<file path="config.mk">
export PLATFORM = sky130hd
export DESIGN_NAME = if_fetch_exc_ctrl_flat
export DESIGN_NICKNAME = d
export VERILOG_FILES = /design/src/rtl/if_fetch_exc_ctrl_if.sv /design/src/rtl/if_fetch_exc_ctrl.sv /design/src/flat_wrapper.sv
export SDC_FILE = /design/constraint.sdc
export NUM_CORES = 1
export LEC_CHECK = 0
export CAP_MARGIN = 20
export CORE_MARGIN = 5
export CORE_UTILIZATION = 46
export CTS_CLUSTER_DIAMETER = 50
export DETAILED_ROUTE_END_ITERATION = 6
export PLACE_DENSITY = 0.81
export SETUP_SLACK_MARGIN = 0.2
export SLEW_MARGIN = 5
export SYNTH_ARGS = -nofsm -noshare
export SYNTH_HDL_FRONTEND = slang
export SYNTH_SLANG_ARGS = --single-unit
</file>
<file path="constraint.sdc">
create_clock -name clk -period 2.5 [get_ports clk]
set_input_delay 0.25 -clock clk [delete_from_list [all_inputs] [get_ports clk]]
set_output_delay 0.25 -clock clk [all_outputs]
set_load 0.02 [all_outputs]
</file>
<file path="src/rtl/if_fetch_exc_ctrl_if.sv">
// ---------------------------------------------------------------------------
// if_fetch_exc_ctrl_if
//   Bundles the fetch controller's redirect inputs and its PC / IF-ID outputs.
//
//   Redirect side (driven by ID / CP0, the "master"):
//     stall, br_taken, br_target, exc_req, eret, epc
//   Fetch side (driven by the controller, the "slave"):
//     pc, fetch_en, ifid_pc, ifid_exc, ifid_exc_code, ifid_valid,
//     bad_addr, fault_cnt
// ---------------------------------------------------------------------------
interface if_fetch_exc_ctrl_if #(
    parameter int unsigned ADDR_W = 32,
    parameter int unsigned CNT_W  = 8
);
    logic              stall;
    logic              br_taken;
    logic [ADDR_W-1:0] br_target;
    logic              exc_req;
    logic              eret;
    logic [ADDR_W-1:0] epc;

    logic [ADDR_W-1:0] pc;
    logic              fetch_en;
    logic [ADDR_W-1:0] ifid_pc;
    logic              ifid_exc;
    logic [4:0]        ifid_exc_code;
    logic              ifid_valid;
    logic [ADDR_W-1:0] bad_addr;
    logic [CNT_W-1:0]  fault_cnt;

    modport master (
        output stall, br_taken, br_target, exc_req, eret, epc,
        input  pc, fetch_en, ifid_pc, ifid_exc, ifid_exc_code, ifid_valid,
               bad_addr, fault_cnt
    );

    modport slave (
        input  stall, br_taken, br_target, exc_req, eret, epc,
        output pc, fetch_en, ifid_pc, ifid_exc, ifid_exc_code, ifid_valid,
               bad_addr, fault_cnt
    );
endinterface

</file>
<file path="src/rtl/if_fetch_exc_ctrl.sv">
// ---------------------------------------------------------------------------
// if_fetch_exc_ctrl
//   Fetch-stage PC controller. Owns the PC register and chooses the next PC
//   (sequential, branch, exception handler, ERET). Every fetch address is
//   checked against the legal text window and alignment; a faulting fetch is
//   handed to ID once as an exception slot and fetch then freezes until CP0
//   redirects with exc_req or eret.
//
//   Ports:
//     clk    - rising-edge clock
//     rst_n  - asynchronous active-low reset
//     bus    - slave modport of if_fetch_exc_ctrl_if (redirect inputs,
//              pc/fetch_en to IM, IF/ID register, fault diagnostics)
// ---------------------------------------------------------------------------
module if_fetch_exc_ctrl #(
    parameter int unsigned       ADDR_W     = 32,
    parameter logic [ADDR_W-1:0] TEXT_BASE  = 32'h0000_3000,
    parameter logic [ADDR_W-1:0] TEXT_END   = 32'h0000_6ffc,
    parameter logic [ADDR_W-1:0] RESET_PC   = 32'h0000_3000,
    parameter logic [ADDR_W-1:0] HANDLER_PC = 32'h0000_4180,
    parameter int unsigned       ALIGN_BITS = 2,
    parameter logic [4:0]        EXC_ADEL   = 5'd4,
    parameter int unsigned       CNT_W      = 8
) (
    input  logic                 clk,
    input  logic                 rst_n,
    if_fetch_exc_ctrl_if.slave   bus
);

    localparam logic [0:0] ST_RUN   = 1'b0;
    localparam logic [0:0] ST_FAULT = 1'b1;

    // Low-bit mask for the alignment check; all zeros when ALIGN_BITS is 0,
    // which disables the check without a zero-width slice.
    localparam logic [ADDR_W-1:0] ALIGN_MASK = ~({ADDR_W{1'b1}} << ALIGN_BITS);

    localparam logic [CNT_W-1:0] CNT_MAX = {CNT_W{1'b1}};

    logic [0:0]        state_q,     state_d;
    logic [ADDR_W-1:0] pc_q,        pc_d;
    logic [ADDR_W-1:0] ifid_pc_q,   ifid_pc_d;
    logic              ifid_exc_q,  ifid_exc_d;
    logic [4:0]        ifid_code_q, ifid_code_d;
    logic              ifid_vld_q,  ifid_vld_d;
    logic [ADDR_W-1:0] bad_addr_q,  bad_addr_d;
    logic [CNT_W-1:0]  cnt_q,       cnt_d;

    logic fault;

    // Fetch fault: outside the inclusive text window or misaligned.
    always_comb begin
        fault = (pc_q < TEXT_BASE) | (pc_q > TEXT_END) | (|(pc_q & ALIGN_MASK));
    end

    // Next-state selection. CP0 redirects beat everything (including stall
    // and FAULT); a faulting RUN cycle holds the PC so that bad_addr and the
    // IF/ID slot both carry the faulting address, and is counted only when it
    // actually moves to FAULT (i.e. not while stalled).
    always_comb begin
        state_d     = state_q;
        pc_d        = pc_q;
        ifid_pc_d   = ifid_pc_q;
        ifid_exc_d  = ifid_exc_q;
        ifid_code_d = ifid_code_q;
        ifid_vld_d  = ifid_vld_q;
        bad_addr_d  = bad_addr_q;
        cnt_d       = cnt_q;

        if (bus.exc_req || bus.eret || (state_q == ST_FAULT)) begin
            if (bus.exc_req) begin
                pc_d    = HANDLER_PC;
                state_d = ST_RUN;
            end else if (bus.eret) begin
                pc_d    = bus.epc;
                state_d = ST_RUN;
            end
            // Bubble on redirect, and on every unstalled cycle in FAULT so
            // the faulting slot reaches ID only once.
            if (bus.exc_req || bus.eret || !bus.stall) begin
                ifid_pc_d   = '0;
                ifid_exc_d  = 1'b0;
                ifid_code_d = 5'd0;
                ifid_vld_d  = 1'b0;
            end
        end else if (!bus.stall) begin
            ifid_pc_d   = pc_q;
            ifid_exc_d  = fault;
            ifid_code_d = fault ? EXC_ADEL : 5'd0;
            ifid_vld_d  = 1'b1;
            if (fault) begin
                state_d    = ST_FAULT;
                bad_addr_d = pc_q;
                if (cnt_q != CNT_MAX) begin
                    cnt_d = cnt_q + 1'b1;
                end
            end else if (bus.br_taken) begin
                pc_d = bus.br_target;
            end else begin
                pc_d = pc_q + ADDR_W'(4);
            end
        end
    end

    // State, PC, IF/ID boundary and fault diagnostics registers.
    always_ff @(posedge clk or negedge rst_n) begin
        if (!rst_n) begin
            state_q     <= ST_RUN;
            pc_q        <= RESET_PC;
            ifid_pc_q   <= '0;
            ifid_exc_q  <= 1'b0;
            ifid_code_q <= 5'd0;
            ifid_vld_q  <= 1'b0;
            bad_addr_q  <= '0;
            cnt_q       <= '0;
        end else begin
            state_q     <= state_d;
            pc_q        <= pc_d;
            ifid_pc_q   <= ifid_pc_d;
            ifid_exc_q  <= ifid_exc_d;
            ifid_code_q <= ifid_code_d;
            ifid_vld_q  <= ifid_vld_d;
            bad_addr_q  <= bad_addr_d;
            cnt_q       <= cnt_d;
        end
    end

    assign bus.pc            = pc_q;
    assign bus.fetch_en      = (state_q == ST_RUN);
    assign bus.ifid_pc       = ifid_pc_q;
    assign bus.ifid_exc      = ifid_exc_q;
    assign bus.ifid_exc_code = ifid_code_q;
    assign bus.ifid_valid    = ifid_vld_q;
    assign bus.bad_addr      = bad_addr_q;
    assign bus.fault_cnt     = cnt_q;

endmodule

</file>
<file path="src/flat_wrapper.sv">
// flat-port wrapper written by rule: the top's interface ports become plain ports
module if_fetch_exc_ctrl_flat 
#(
    parameter int unsigned       ADDR_W     = 32,
    parameter logic [ADDR_W-1:0] TEXT_BASE  = 32'h0000_3000,
    parameter logic [ADDR_W-1:0] TEXT_END   = 32'h0000_6ffc,
    parameter logic [ADDR_W-1:0] RESET_PC   = 32'h0000_3000,
    parameter logic [ADDR_W-1:0] HANDLER_PC = 32'h0000_4180,
    parameter int unsigned       ALIGN_BITS = 2,
    parameter logic [4:0]        EXC_ADEL   = 5'd4,
    parameter int unsigned       CNT_W      = 8
)
  (clk, rst_n, bus_stall, bus_br_taken, bus_br_target, bus_exc_req, bus_eret, bus_epc, bus_pc, bus_fetch_en, bus_ifid_pc, bus_ifid_exc, bus_ifid_exc_code, bus_ifid_valid, bus_bad_addr, bus_fault_cnt);
  if_fetch_exc_ctrl_if #(.ADDR_W(ADDR_W), .CNT_W(CNT_W)) bus_i ();
  input  logic clk;
  input  logic rst_n;
  input wire logic [$bits(bus_i.stall)-1:0] bus_stall;
  input wire logic [$bits(bus_i.br_taken)-1:0] bus_br_taken;
  input wire logic [$bits(bus_i.br_target)-1:0] bus_br_target;
  input wire logic [$bits(bus_i.exc_req)-1:0] bus_exc_req;
  input wire logic [$bits(bus_i.eret)-1:0] bus_eret;
  input wire logic [$bits(bus_i.epc)-1:0] bus_epc;
  output wire logic [$bits(bus_i.pc)-1:0] bus_pc;
  output wire logic [$bits(bus_i.fetch_en)-1:0] bus_fetch_en;
  output wire logic [$bits(bus_i.ifid_pc)-1:0] bus_ifid_pc;
  output wire logic [$bits(bus_i.ifid_exc)-1:0] bus_ifid_exc;
  output wire logic [$bits(bus_i.ifid_exc_code)-1:0] bus_ifid_exc_code;
  output wire logic [$bits(bus_i.ifid_valid)-1:0] bus_ifid_valid;
  output wire logic [$bits(bus_i.bad_addr)-1:0] bus_bad_addr;
  output wire logic [$bits(bus_i.fault_cnt)-1:0] bus_fault_cnt;
  assign bus_i.stall = bus_stall;
  assign bus_i.br_taken = bus_br_taken;
  assign bus_i.br_target = bus_br_target;
  assign bus_i.exc_req = bus_exc_req;
  assign bus_i.eret = bus_eret;
  assign bus_i.epc = bus_epc;
  assign bus_pc = bus_i.pc;
  assign bus_fetch_en = bus_i.fetch_en;
  assign bus_ifid_pc = bus_i.ifid_pc;
  assign bus_ifid_exc = bus_i.ifid_exc;
  assign bus_ifid_exc_code = bus_i.ifid_exc_code;
  assign bus_ifid_valid = bus_i.ifid_valid;
  assign bus_bad_addr = bus_i.bad_addr;
  assign bus_fault_cnt = bus_i.fault_cnt;
  if_fetch_exc_ctrl #(.ADDR_W(ADDR_W), .TEXT_BASE(TEXT_BASE), .TEXT_END(TEXT_END), .RESET_PC(RESET_PC), .HANDLER_PC(HANDLER_PC), .ALIGN_BITS(ALIGN_BITS), .EXC_ADEL(EXC_ADEL), .CNT_W(CNT_W)) u_core (.clk(clk), .rst_n(rst_n), .bus(bus_i));
endmodule
</file>
======== Word-level counts from Yosys, hierarchy flattened ========
Cells that the tools add are included.
word-level totals
  input bits .............................. 70
  output and inout port bits .............. 112
  register bits after elaboration ......... 112
operators by class
  $add $sub $neg .......................... 2
  reductions and logical operators ........ 11
  muxes and demuxes ....................... 23
  equal/unequal tests ..................... 5
  $lt $le $gt $ge ......................... 2
  bitwise operators ....................... 5
operators by type and width
  operator               number
  $mux 32                9
  $add 32x3->32 const B  1
  $gt 32x15->1 const B   1
  $lt 32x14->1 const B   1
  $mux 5                 3
  $mux 1                 10
  $reduce_and 3->1       3
  $add 8x1->8 const B    1
  $ne 8x8->1 const B     1
  $ne 2x2->1 const B     2
  $reduce_and 4->1       1
  $logic_or 1x1->1       3
  $mux 3                 1
  $ne 3x3->1 const B     1
  $not 1->1              3
  $ne 2x1->1 const B     1
  $or 1x1->1             2
  $reduce_and 2->1       1
  $reduce_bool 2->1      1
  $reduce_or 2->1        1
  $logic_not 1->1        1

======== Depth between registers and ports, before layout ========
Gate-level depths: netlist (run 1).
  word-level depth ........................ 6
  mapped depth ............................ 7
  gate-level depth less buffers ........... 6

======== Least setup slack after synthesis (run 1) ========
OpenSTA, ideal clock, no wires.
  path kind ............................... register to register
  start ................................... reg u_core.pc_q[17], in the netlist u_core.bus.pc[17]
  end ..................................... reg u_core.bad_addr_q[2], in the netlist u_core.bus.bad_addr[2]
  required time ........................... 2,375 ps
  setup slack ............................. 308 ps
  buffers on the path ..................... 2
  arrival time ............................ 2,067 ps
  stages on the path, launching flop included .. 7
  setup time .............................. 125 ps
  path through ............................ dfrtp_1 > buf_6 > nor4_1 > nand4_1 > o31ai_2 > buf_4 > mux2_2
between the ends
  word-level cells in the longest chain between the ends .. 4
ends and longest elaborated chain
  what                                                 RTL line                  text
  start, declared                                      if_fetch_exc_ctrl.sv:40   logic [ADDR_W-1:0] pc_q, pc_d;
  start signal, assigned                               if_fetch_exc_ctrl.sv:117  pc_q <= pc_d;
  $lt 32x14->1 / $gt 32x15->1 (equally long branches)  if_fetch_exc_ctrl.sv:52   fault = (pc_q < TEXT_BASE) | (pc_q > TEXT_END) | (|(pc_q & ALIGN_MASK));
  $or 1x1->1 (*) (2 in series)                         if_fetch_exc_ctrl.sv:52
  $reduce_and 3->1 (no line) (*)                       -
  end signal, assigned                                 if_fetch_exc_ctrl.sv:122  bad_addr_q <= bad_addr_d;
  end, declared                                        if_fetch_exc_ctrl.sv:45   logic [ADDR_W-1:0] bad_addr_q, bad_addr_d;
Every way passes the cells marked *; elsewhere a longest branch is shown, timed or not.
A chain may end at the register's enable or synchronous reset.

======== Worst setup path after layout (run 1) ========
  start ................................... reg u_core.pc_q[3], in the netlist u_core.bus.pc[3]
  end ..................................... reg u_core.pc_q[28], in the netlist u_core.bus.pc[28]
between the ends
  word-level cells in the longest chain between the ends .. 5
ends and longest elaborated chain
  what                                                          RTL line
  $lt 32x14->1, or another cell as far along                    if_fetch_exc_ctrl.sv:52
  $or 1x1->1 / $mux 32 (equally long branches)                  if_fetch_exc_ctrl.sv:52, if_fetch_exc_ctrl.sv:96
  $or 1x1->1 / $mux 32 (equally long branches)                  if_fetch_exc_ctrl.sv:52, if_fetch_exc_ctrl.sv:90
  $ne 2x2->1 (no line) / $mux 32 (equally long branches)        -
  $reduce_and 3->1 (no line) / $mux 32 (equally long branches)  -
Several ways; a longest one is shown, not always the timed one. The select of a mux whose other input is x is not followed.

==> impl_metrics.xml, run 1 <==
<?xml version="1.0" encoding="UTF-8"?>
<metrics>
  <group name="die">
    <metric name="starting_density_of_the_core" unit="%">46.4</metric>
    <metric name="floorplan.die.width" unit="um">117</metric>
    <metric name="fp-row-count" unit="">39</metric>
    <metric name="top_level_ports" unit="">182</metric>
    <metric name="floorplan.core_area" unit="um2">11300</metric>
    <metric name="die_area" unit="um2">13600</metric>
    <metric name="die_h" unit="um">117</metric>
  </group>
  <group name="route">
    <metric name="drt-total-wl" unit="um">17900</metric>
    <metric name="detail_route.first_pass.iterations" unit="">7</metric>
    <metric name="drtAntennaViolNets" unit="">0</metric>
    <metric name="route.detailed.wl_per_inst" unit="um">21.3</metric>
    <metric name="post-route-drc-count" unit="">0</metric>
    <metric name="route.detailed.vias_per_inst" unit="">6.02</metric>
    <metric name="routed-via-count" unit="">5053</metric>
    <metric name="drc_violation_total_after_the_first_tritonroute_iteration" unit="">457</metric>
  </group>
  <group name="logic_synthesis">
    <metric name="synthTopCellsByCount" unit="">dfrtp_1, a22o_1, nand2_1</metric>
    <metric name="asyncSetResetFlopFracSynth" unit="%">100</metric>
    <metric name="count_of_flip_flops_with_a_built_in_enable_after_synthesis" unit="">0</metric>
    <metric name="most_numerous_cell_in_the_yosys_netlist" unit="">dfrtp_1</metric>
    <metric name="area_leader_netlist" unit="">dfrtp_1</metric>
    <metric name="dominantRegCellSynth" unit="">dfrtp_1</metric>
    <metric name="synth.yosys.seq_area_share" unit="%">51.1</metric>
    <metric name="synth_seq_cells" unit="">107</metric>
    <metric name="syn-cell-area" unit="um2">5250</metric>
    <metric name="yosysUniqueCellTypes" unit="">66</metric>
    <metric name="synthesis.yosys.warnings" unit="">0</metric>
    <metric name="yosys.area.top_type_share" unit="%">50.1</metric>
    <metric name="netlist_instances" unit="">493</metric>
    <metric name="syn_avg_cell_area" unit="um2">10.6</metric>
    <metric name="synthTopCellsByArea" unit="">dfrtp_1, a22o_1, mux2_2, a21oi_1, nand2_1</metric>
  </group>
  <group name="grt">
    <metric name="grt_max_degree" unit="">59</metric>
    <metric name="antenna_violations_before_repair" unit="">0</metric>
    <metric name="grt_pass1_wl" unit="um">28300</metric>
    <metric name="grt_overflow" unit="">0</metric>
    <metric name="grt_pass1_vias" unit="">5224</metric>
    <metric name="grt_util_all_layers" unit="%">26.7</metric>
  </group>
  <group name="timing">
    <metric name="fmax" unit="MHz">451</metric>
    <metric name="worst-slew-pin-transition" unit="ps">692</metric>
    <metric name="final-setup-viol-count" unit="">0</metric>
    <metric name="final.min_clock_period" unit="ps">2220</metric>
    <metric name="final_max_slew_viol_count" unit="">0</metric>
    <metric name="rsz0062_at_grt" unit="">false</metric>
    <metric name="final_hold_viol_count" unit="">0</metric>
    <metric name="clock-skew-final" unit="ps">10.9</metric>
    <metric name="post-route-period-util" unit="%">88.7</metric>
    <metric name="slew_headroom" unit="%">53.9</metric>
    <metric name="setup_total_negative_slack" unit="ps">0</metric>
  </group>
  <group name="cts">
    <metric name="tritoncts" unit="">built</metric>
    <metric name="clock_h_tree_levels" unit="">3</metric>
    <metric name="clk-insertion-delay-late" unit="ps">350</metric>
    <metric name="cts_buffers" unit="">9</metric>
    <metric name="tritoncts_num_sinks" unit="">107</metric>
    <metric name="cts.path.max_buffers" unit="">2</metric>
    <metric name="cts-root-buf" unit="">clkbuf_16</metric>
    <metric name="worst_setup_hold_path_clk_slew" unit="ps">80</metric>
  </group>
  <group name="flow_run">
    <metric name="max-cap-violations" unit="">0</metric>
  </group>
  <group name="worst_setup_path">
    <metric name="setup.worst_path.start_class" unit="">flip-flop</metric>
    <metric name="crit_required" unit="ps">2730</metric>
    <metric name="register_to_register_setup_slack" unit="ps">280</metric>
    <metric name="r2r_start" unit="">u_core.bus.pc[3]</metric>
    <metric name="crit_arrival" unit="ps">2450</metric>
    <metric name="r2r.worst_path.cells" unit="">6</metric>
    <metric name="timing.critical_path.to_type" unit="">flip-flop</metric>
    <metric name="path_max_fanout" unit="">8</metric>
    <metric name="setup.worst_path.class" unit="">flip-flop to flip-flop</metric>
    <metric name="critical_path.reg2reg.endpoint" unit="">u_core.bus.pc[28]</metric>
  </group>
  <group name="layout">
    <metric name="post-route-cell-area" unit="um2">7760</metric>
    <metric name="layout_cell_share_with_drive_strength_beyond_1" unit="%">14.8</metric>
    <metric name="final_net_count" unit="">764</metric>
    <metric name="area_delta_synth_final" unit="%">47.8</metric>
    <metric name="instances_no_fill" unit="">840</metric>
    <metric name="number_of_diodes_added_for_antenna_fixing" unit="">0</metric>
  </group>
  <group name="power">
    <metric name="power_density" unit="nW/um2">658</metric>
    <metric name="power_leakage" unit="uW">0.00331</metric>
    <metric name="power.total" unit="uW">5110</metric>
    <metric name="ir_drop" unit="V">0.000493</metric>
  </group>
  <group name="place">
    <metric name="placed_cells" unit="">820</metric>
    <metric name="post-dp-hpwl" unit="um">13000</metric>
    <metric name="gpl_wtd_cong" unit="">0.949</metric>
    <metric name="postPlaceCellArea" unit="um2">7440</metric>
    <metric name="io_buffers" unit="">177</metric>
  </group>
  <group name="hold_path">
    <metric name="worst_hold_path_type" unit="">primary input to asynchronous set/reset pin</metric>
  </group>
  <group name="run_status">
    <metric name="status" unit="">completed</metric>
  </group>
</metrics>
-- cells in the final DEF (no fill, tap or decap), drive strengths merged, types with 8 or more instances in the layout --
cell type / n
a21oi: 30
clkbuf: 9
o21ai: 21
nand3: 17
o31ai: 11
inv: 12
mux2: 18
dfrtp: 105
a31oi: 8
buf: 56
nor2: 22
a22o: 60
nand2: 33
and3: 12
clkdlybuf4s50: 176
nor4: 8
-- registers in the layout, summed over array words and instances (netlist names) --
signal                    cells
u_core.bus.bad_addr          32
u_core.bus.fault_cnt          8
u_core.bus.ifid_exc_code      1
u_core.bus.ifid_pc           32
u_core.bus.ifid_valid         1
u_core.bus.pc                32
u_core.state_q                1
-- final cells by class --
class / count / area [um2]
clock buffer: 9 / 225
clock inverter: 7 / 57.6
fill: 875 / 3560
inverter: 8 / 30.0
multi-input combinational: 333 / 2320
sequential: 107 / 2680
tap: 143 / 179
timing repair buffer: 233 / 2270
-- worst max-delay path by stage --
stage	from	end	slack, ps	depth (start not counted)
5_1_grt	u_core.bus.pc[29]	u_core.bus.pc[0]	240	7
2_1_floorplan	u_core.bus.pc[17]	u_core.bus.bad_addr[2]	310	6
3_5_place_dp	u_core.bus.pc[29]	u_core.bus.bad_addr[6]	120	5
4_1_cts	u_core.bus.pc[29]	u_core.bus.pc[0]	210	6
3_3_place_gp	u_core.bus.pc[29]	u_core.bus.bad_addr[14]	60	5
6_report	u_core.bus.pc[3]	u_core.bus.pc[28]	280	6
-- logic make-up (layout without fill, tap and decap cells) --
kind of cell,Yosys count,after routing,share of synthesized area (%)
xor+xnor,7,7,1.17
buf+inv,56,257,5.32
other cells,1,4,0.0714
simple gates,129,129,13.6
fa+ha+maj,2,2,0.477
compound gates,172,172,24.2
mux,19,19,4.05
flops,107,107,51.1
-- stage by stage --
stage	setup slack [ps]	hold slack, ps	utilization [%]
final	282	469	68.5
after global routing	236	518	68.5
after CTS	205	486	68.4
after detailed placement	122	331	65.7
after global placement	59.6	321	65.7
after floorplan	308	-45.6	-
-- layer usage --
| layer | GRT usage [%] | wire length [um] | up-vias |
|---|---|---|---|
| met5 | 0 | 0 | - |
| met4 | 9.10 | 413 | 0 |
| met3 | 5.40 | 1560 | 42 |
| met2 | 43.0 | 8640 | 265 |
| met1 | 36.4 | 7320 | 2480 |
| li1 | - | - | 2266 |
-- report_power, final --
group / internal (uW) / switching, uW
clock network: 694 / 700
logic: 776 / 777
registers: 1950 / 208
-- worst max-delay path, stage by stage, from the launching register on --
cell,delay (ps)
dfrtp_1,470
ha_1,250
and3_1,260
nand3_1,90
or4_1,590
o31ai_1,300
a31oi_1,140
-- timing repair --
item	CTS	global route
hold buffers	1	0
endpoints found under the setup margin	40	48
gates resized for setup	1	0
endpoints found under the hold margin	47	0
pin swaps	2	1
buffers inserted	1	2
Note: power is estimated with default switching activity, not from simulation.
==> run 2: changes to the inputs <==
--- a/config.mk
+++ b/config.mk
@@ -10,7 +10,7 @@
 export CORE_UTILIZATION = 46
 export CTS_CLUSTER_DIAMETER = 50
 export DETAILED_ROUTE_END_ITERATION = 6
-export PLACE_DENSITY = 0.81
+export PLACE_DENSITY_LB_ADDON = 0.3
 export SETUP_SLACK_MARGIN = 0.2
 export SLEW_MARGIN = 5
 export SYNTH_ARGS = -nofsm -noshare
==> impl_metrics.xml, run 2 (synthesized netlist as in run 1, its figures left out) <==
<?xml version="1.0" encoding="UTF-8"?>
<metrics>
  <group name="run_status">
    <metric name="status" unit="">completed</metric>
  </group>
  <group name="die">
    <metric name="starting_density_of_the_core" unit="%">46.4</metric>
    <metric name="top_level_ports" unit="">182</metric>
    <metric name="fp-row-count" unit="">39</metric>
    <metric name="floorplan.core_area" unit="um2">11300</metric>
    <metric name="die_h" unit="um">117</metric>
    <metric name="die_area" unit="um2">13600</metric>
    <metric name="floorplan.die.width" unit="um">117</metric>
  </group>
  <group name="timing">
    <metric name="rsz0062_at_grt" unit="">true</metric>
    <metric name="final_max_slew_viol_count" unit="">0</metric>
    <metric name="setup_total_negative_slack" unit="ps">0</metric>
    <metric name="post-route-period-util" unit="%">89.0</metric>
    <metric name="fmax" unit="MHz">449</metric>
    <metric name="clock-skew-final" unit="ps">9.08</metric>
    <metric name="slew_headroom" unit="%">55.6</metric>
    <metric name="final-setup-viol-count" unit="">0</metric>
    <metric name="final.min_clock_period" unit="ps">2230</metric>
    <metric name="worst-slew-pin-transition" unit="ps">667</metric>
    <metric name="finalHoldWorstSlack" unit="ps">466</metric>
    <metric name="final_hold_viol_count" unit="">0</metric>
  </group>
  <group name="grt">
    <metric name="grt_pass1_wl" unit="um">28100</metric>
    <metric name="grt_max_degree" unit="">50</metric>
    <metric name="grt_util_all_layers" unit="%">26.3</metric>
    <metric name="grt_pass1_vias" unit="">5172</metric>
    <metric name="grt_overflow" unit="">0</metric>
    <metric name="antenna_violations_before_repair" unit="">0</metric>
  </group>
  <group name="worst_setup_path">
    <metric name="register_to_register_setup_slack" unit="ps">270</metric>
    <metric name="setup.worst_path.start_class" unit="">flip-flop</metric>
    <metric name="crit_arrival" unit="ps">2490</metric>
    <metric name="crit_required" unit="ps">2760</metric>
    <metric name="timing.critical_path.from" unit="">u_core.bus.pc[2]</metric>
    <metric name="timing.critical_path.to_type" unit="">flip-flop</metric>
    <metric name="critical_path.reg2reg.endpoint" unit="">u_core.bus.pc[26]</metric>
    <metric name="path_max_fanout" unit="">5</metric>
    <metric name="r2r.worst_path.cells" unit="">6</metric>
    <metric name="r2r_start" unit="">u_core.bus.pc[2]</metric>
    <metric name="endpoint_of_the_worst_setup_timing_path" unit="">u_core.bus.pc[26]</metric>
    <metric name="setup.worst_path.class" unit="">flip-flop to flip-flop</metric>
  </group>
  <group name="route">
    <metric name="drt-total-wl" unit="um">18100</metric>
    <metric name="detail_route.first_pass.iterations" unit="">7</metric>
    <metric name="drc_violation_total_after_the_first_tritonroute_iteration" unit="">581</metric>
    <metric name="route.detailed.wl_per_inst" unit="um">21.3</metric>
    <metric name="drtAntennaViolNets" unit="">0</metric>
    <metric name="route.detailed.vias_per_inst" unit="">6.09</metric>
    <metric name="routed-via-count" unit="">5155</metric>
    <metric name="post-route-drc-count" unit="">0</metric>
  </group>
  <group name="cts">
    <metric name="tritoncts_num_sinks" unit="">107</metric>
    <metric name="cts-root-buf" unit="">clkbuf_16</metric>
    <metric name="cts.path.max_buffers" unit="">2</metric>
    <metric name="worst_setup_hold_path_clk_slew" unit="ps">70</metric>
    <metric name="clock_h_tree_levels" unit="">3</metric>
    <metric name="clk-insertion-delay-late" unit="ps">350</metric>
    <metric name="tritoncts" unit="">built</metric>
    <metric name="cts_buffers" unit="">9</metric>
  </group>
  <group name="hold_path">
    <metric name="worst_hold_path_type" unit="">primary input to asynchronous set/reset pin</metric>
  </group>
  <group name="layout">
    <metric name="area_delta_synth_final" unit="%">48.2</metric>
    <metric name="final.fill_count" unit="">871</metric>
    <metric name="number_of_diodes_added_for_antenna_fixing" unit="">0</metric>
    <metric name="final_net_count" unit="">771</metric>
    <metric name="final_common_cell" unit="">clkdlybuf4s50_1</metric>
    <metric name="layout_cell_share_with_drive_strength_beyond_1" unit="%">15.8</metric>
    <metric name="mostFrequentLayoutCells" unit="">clkdlybuf4s50_1, dfrtp_1, buf_4</metric>
  </group>
  <group name="flow_run">
    <metric name="max-cap-violations" unit="">0</metric>
  </group>
  <group name="power">
    <metric name="power.total" unit="uW">5200</metric>
    <metric name="power_leakage" unit="uW">0.00333</metric>
    <metric name="power_density" unit="nW/um2">669</metric>
    <metric name="ir_drop" unit="V">0.000455</metric>
  </group>
  <group name="place">
    <metric name="gpl_wtd_cong" unit="">0.949</metric>
    <metric name="post-dp-hpwl" unit="um">13400</metric>
    <metric name="io_buffers" unit="">177</metric>
  </group>
</metrics>
run 2: changes by cell type in the layout (fill, tap and decap cells not counted), sizes merged:
cell and change:
bufinv +1, clkinvlp +3, clkbuf +2, clkinv -3, buf +7, inv -3
run 2: repair_timing:
item | in CTS | in global routing
hold buffers | 1 | 0
gates resized for setup | 0 | 3
setup buffers | 1 | 3
endpoints found under the hold margin | 45 | 0
setup endpoints to repair | 13 | 13
pin swaps | 1 | 2
run 2: layout make-up:
| class | count | area, um2 | area share [%] |
|---|---|---|---|
| Sequential cell | 107 | 2680 | 34.5 |
| Tap cell | 143 | 179 | 2.30 |
| Inverter | 8 | 30.0 | 0.386 |
| Multi-Input combinational cell | 333 | 2330 | 29.9 |
| Clock buffer | 11 | 243 | 3.12 |
| Timing Repair Buffer | 240 | 2260 | 29.0 |
| Clock inverter | 5 | 61.3 | 0.788 |
run 2: per-stage QoR:
step / util [%] / instance area (um2) / std cells / setup WS [ps]
5_1_grt: 68.7 / 7780 / 847 / 170
2_1_floorplan: - / 5260 / 496 / 308
3_5_place_dp: 65.6 / 7420 / 826 / 175
4_1_cts: 68.4 / 7740 / 844 / 221
6_report: 68.7 / 7780 / 847 / 274
3_3_place_gp: 65.6 / 7420 / 826 / 225
run 2: how the worst min path moves through the flow:
stage	from	end	slack [ps]	cells after the start
after global placement	rst_n	u_core.bus.ifid_pc[7]	320	1
after global routing	u_core.bus.ifid_pc[2]	u_core.bus.ifid_pc[2]	520	1
after floorplan	rst_n	u_core.bus.bad_addr[0]	-50	0
after detailed placement	rst_n	u_core.bus.ifid_pc[6]	320	1
after CTS	rst_n	u_core.bus.pc[21]	500	2
final	rst_n	u_core.bus.ifid_pc[4]	470	2
run 2: critical path, stage by stage, from the launching register on:
cell and delay [ps]:
dfrtp_1 380, ha_1 210, nand3_1 210, or4_4 590
or3_1 380, a21oi_1 170, a2bb2oi_1 200
run 2: power breakdown:
part	leakage (uW)	switching (uW)	internal, uW
Sequential	0.00139	197	1960
Combinational	0.00180	797	782
Clock	0.000138	661	809
run 2: per-layer routing:
metal | wire (um) | GRT usage (%)
met1 | 6960 | 35.3
met2 | 8870 | 44.4
met3 | 1860 | 4.83
met4 | 387 | 6.80
met5 | 0 | 0
==> run 3: changes to the inputs <==
--- a/config.mk
+++ b/config.mk
@@ -6,7 +6,7 @@
 export NUM_CORES = 1
 export LEC_CHECK = 0
 export CAP_MARGIN = 20
-export CORE_MARGIN = 5
+export CORE_MARGIN = 3
 export CORE_UTILIZATION = 46
 export CTS_CLUSTER_DIAMETER = 50
 export DETAILED_ROUTE_END_ITERATION = 6
==> impl_metrics.xml, run 3 (synthesized netlist as in run 1, its figures left out) <==
<?xml version="1.0" encoding="UTF-8"?>
<metrics>
  <group name="run_status">
    <metric name="status" unit="">completed</metric>
  </group>
  <group name="cts">
    <metric name="cts.path.max_buffers" unit="">2</metric>
    <metric name="clk-insertion-delay-late" unit="ps">350</metric>
    <metric name="clock_h_tree_levels" unit="">3</metric>
    <metric name="cts_buffers" unit="">9</metric>
    <metric name="tritoncts" unit="">built</metric>
    <metric name="worst_setup_hold_path_clk_slew" unit="ps">70</metric>
    <metric name="tritoncts_num_sinks" unit="">107</metric>
    <metric name="cts-root-buf" unit="">clkbuf_16</metric>
  </group>
  <group name="timing">
    <metric name="final_hold_viol_count" unit="">0</metric>
    <metric name="fmax" unit="MHz">456</metric>
    <metric name="clock-skew-final" unit="ps">9.18</metric>
    <metric name="slew_headroom" unit="%">56.9</metric>
    <metric name="layout_setup_ws" unit="ps">308</metric>
    <metric name="final_max_slew_viol_count" unit="">0</metric>
    <metric name="post-route-period-util" unit="%">87.7</metric>
    <metric name="final-setup-viol-count" unit="">0</metric>
    <metric name="final.min_clock_period" unit="ps">2190</metric>
    <metric name="worst-slew-pin-transition" unit="ps">642</metric>
    <metric name="setup_total_negative_slack" unit="ps">0</metric>
    <metric name="rsz0062_at_grt" unit="">false</metric>
  </group>
  <group name="route">
    <metric name="routed-via-count" unit="">5088</metric>
    <metric name="route.detailed.vias_per_inst" unit="">6.05</metric>
    <metric name="post-route-drc-count" unit="">0</metric>
    <metric name="detail_route.first_pass.iterations" unit="">6</metric>
    <metric name="route.detailed.wl_per_inst" unit="um">20.4</metric>
    <metric name="drt-total-wl" unit="um">17200</metric>
    <metric name="drtAntennaViolNets" unit="">0</metric>
    <metric name="drc_violation_total_after_the_first_tritonroute_iteration" unit="">348</metric>
  </group>
  <group name="grt">
    <metric name="grt_pass1_vias" unit="">5126</metric>
    <metric name="antenna_violations_before_repair" unit="">0</metric>
    <metric name="grt_util_all_layers" unit="%">27.0</metric>
    <metric name="grt_max_degree" unit="">71</metric>
    <metric name="grt_overflow" unit="">0</metric>
    <metric name="grt_pass1_wl" unit="um">27600</metric>
  </group>
  <group name="place">
    <metric name="gpl_wtd_cong" unit="">0.893</metric>
    <metric name="pre_cts_slack" unit="ps">105</metric>
    <metric name="io_buffers" unit="">177</metric>
    <metric name="post-dp-hpwl" unit="um">12600</metric>
    <metric name="postPlaceCellArea" unit="um2">7410</metric>
  </group>
  <group name="worst_setup_path">
    <metric name="setup.worst_path.class" unit="">flip-flop to flip-flop</metric>
    <metric name="critical_path.reg2reg.endpoint" unit="">u_core.bus.pc[14]</metric>
    <metric name="crit_arrival" unit="ps">2430</metric>
    <metric name="slowest_library_cell_on_the_worst_path" unit="">a211oi_1</metric>
    <metric name="r2r_start" unit="">u_core.bus.pc[15]</metric>
    <metric name="crit_path_cell_trace" unit="">buf_4 -&gt; a211oi_1 -&gt; nand4b_1 -&gt; o21a_1 -&gt; buf_4 -&gt; nor2_1 -&gt; o22a_1</metric>
    <metric name="setup.worst_path.start_class" unit="">flip-flop</metric>
    <metric name="crit_required" unit="ps">2740</metric>
    <metric name="r2r.worst_path.cells" unit="">7</metric>
    <metric name="timing.critical_path.mode_cell" unit="">buf_4</metric>
    <metric name="timing.critical_path.to_type" unit="">flip-flop</metric>
    <metric name="path_max_fanout" unit="">21</metric>
    <metric name="cpPeakStageDelay" unit="ps">560</metric>
    <metric name="register_to_register_setup_slack" unit="ps">310</metric>
  </group>
  <group name="die">
    <metric name="floorplan.core_area" unit="um2">11000</metric>
    <metric name="fp-row-count" unit="">38</metric>
    <metric name="die_area" unit="um2">12700</metric>
    <metric name="top_level_ports" unit="">182</metric>
    <metric name="starting_density_of_the_core" unit="%">47.8</metric>
    <metric name="die_h" unit="um">113</metric>
    <metric name="floorplan.die.width" unit="um">113</metric>
  </group>
  <group name="flow_run">
    <metric name="max-cap-violations" unit="">0</metric>
  </group>
  <group name="layout">
    <metric name="layout_cell_share_with_drive_strength_beyond_1" unit="%">15.3</metric>
    <metric name="final_net_count" unit="">768</metric>
    <metric name="area_delta_synth_final" unit="%">47.2</metric>
    <metric name="final_common_cell" unit="">clkdlybuf4s50_1</metric>
    <metric name="mostFrequentLayoutCells" unit="">clkdlybuf4s50_1, dfrtp_1, a22o_1</metric>
    <metric name="post-route-cell-area" unit="um2">7730</metric>
    <metric name="final.fill_count" unit="">878</metric>
    <metric name="number_of_diodes_added_for_antenna_fixing" unit="">0</metric>
  </group>
  <group name="power">
    <metric name="power_density" unit="nW/um2">653</metric>
    <metric name="ir_drop" unit="V">0.000501</metric>
    <metric name="power.total" unit="uW">5050</metric>
    <metric name="power_leakage" unit="uW">0.00330</metric>
  </group>
  <group name="hold_path">
    <metric name="worst_hold_path_type" unit="">primary input to asynchronous set/reset pin</metric>
  </group>
</metrics>
[run 3: cell types whose count changed in the layout (fill, tap and decap cells not counted), sizes merged]
cell and delta:
buf -3, clkbuf +2, bufinv -1, clkinv +1
clkinvlp -1, inv -1
[run 3: layout make-up]
type | instances | area [um2] | area share (%)
clock buffers | 13 | 250 | 3.24
clock inverters | 3 | 23.8 | 0.308
inverters | 8 | 30.0 | 0.389
multi-input cells | 333 | 2330 | 30.2
flip-flops and latches | 107 | 2680 | 34.7
well taps | 140 | 175 | 2.27
repair buffers | 237 | 2230 | 28.9
[run 3: worst max-delay path by stage]
stage / startpoint / to / slack [ps]
after global routing: u_core.bus.pc[15] / u_core.bus.pc[25] / 200
after detailed placement: bus_exc_req / u_core.bus.ifid_pc[31] / 100
final: u_core.bus.pc[15] / u_core.bus.pc[14] / 310
after floorplan: u_core.bus.pc[17] / u_core.bus.bad_addr[2] / 310
after CTS: u_core.bus.pc[29] / u_core.bus.pc[15] / 220
after global placement: u_core.bus.pc[29] / u_core.bus.bad_addr[13] / 140
[run 3: where the power goes]
group / leakage (uW) / switching, uW / total, uW / internal [uW]
clock: 0.000126 / 640 / 1350 / 707
sequential: 0.00139 / 179 / 2140 / 1960
combinational: 0.00178 / 785 / 1570 / 781
total: 0.00330 / 1600 / 5050 / 3440
[run 3: worst max-delay path: cells and delay by family (launching register included)]
| family | cells | cell delay, ps |
|---|---|---|
| buffers and inverters | 2 | 460 |
| AOI/OAI and AO/OA | 3 | 900 |
| DFF | 1 | 380 |
| and+or+nand+nor | 2 | 320 |
[run 3: what timing repair did]
| item | CTS | global route |
|---|---|---|
| setup endpoints to repair | 13 | 11 |
| hold endpoints to repair | 37 | 0 |
| hold buffers | 1 | 0 |
| pin swaps | 1 | 1 |
| resized for setup | 0 | 3 |
| setup buffers | 1 | 2 |
[run 3: layer usage]
| layer | global-route usage, % | vias up | wire length, um |
|---|---|---|---|
| met4 | 8.17 | 0 | 354 |
| li1 | - | 2277 | - |
| met5 | 0 | - | 0 |
| met2 | 43.9 | 261 | 8310 |
| met3 | 5.13 | 39 | 1220 |
| met1 | 37.0 | 2511 | 7270 |
[run 3: through the flow]
stage          hold slack (ps)  utilization, %  std cells
6_report                   402            70.3        841
5_1_grt                    443            70.3        841
4_1_cts                    423            70.1        839
3_5_place_dp               244            67.5        821
3_3_place_gp               235            67.5        821
2_1_floorplan            -45.6               -        496
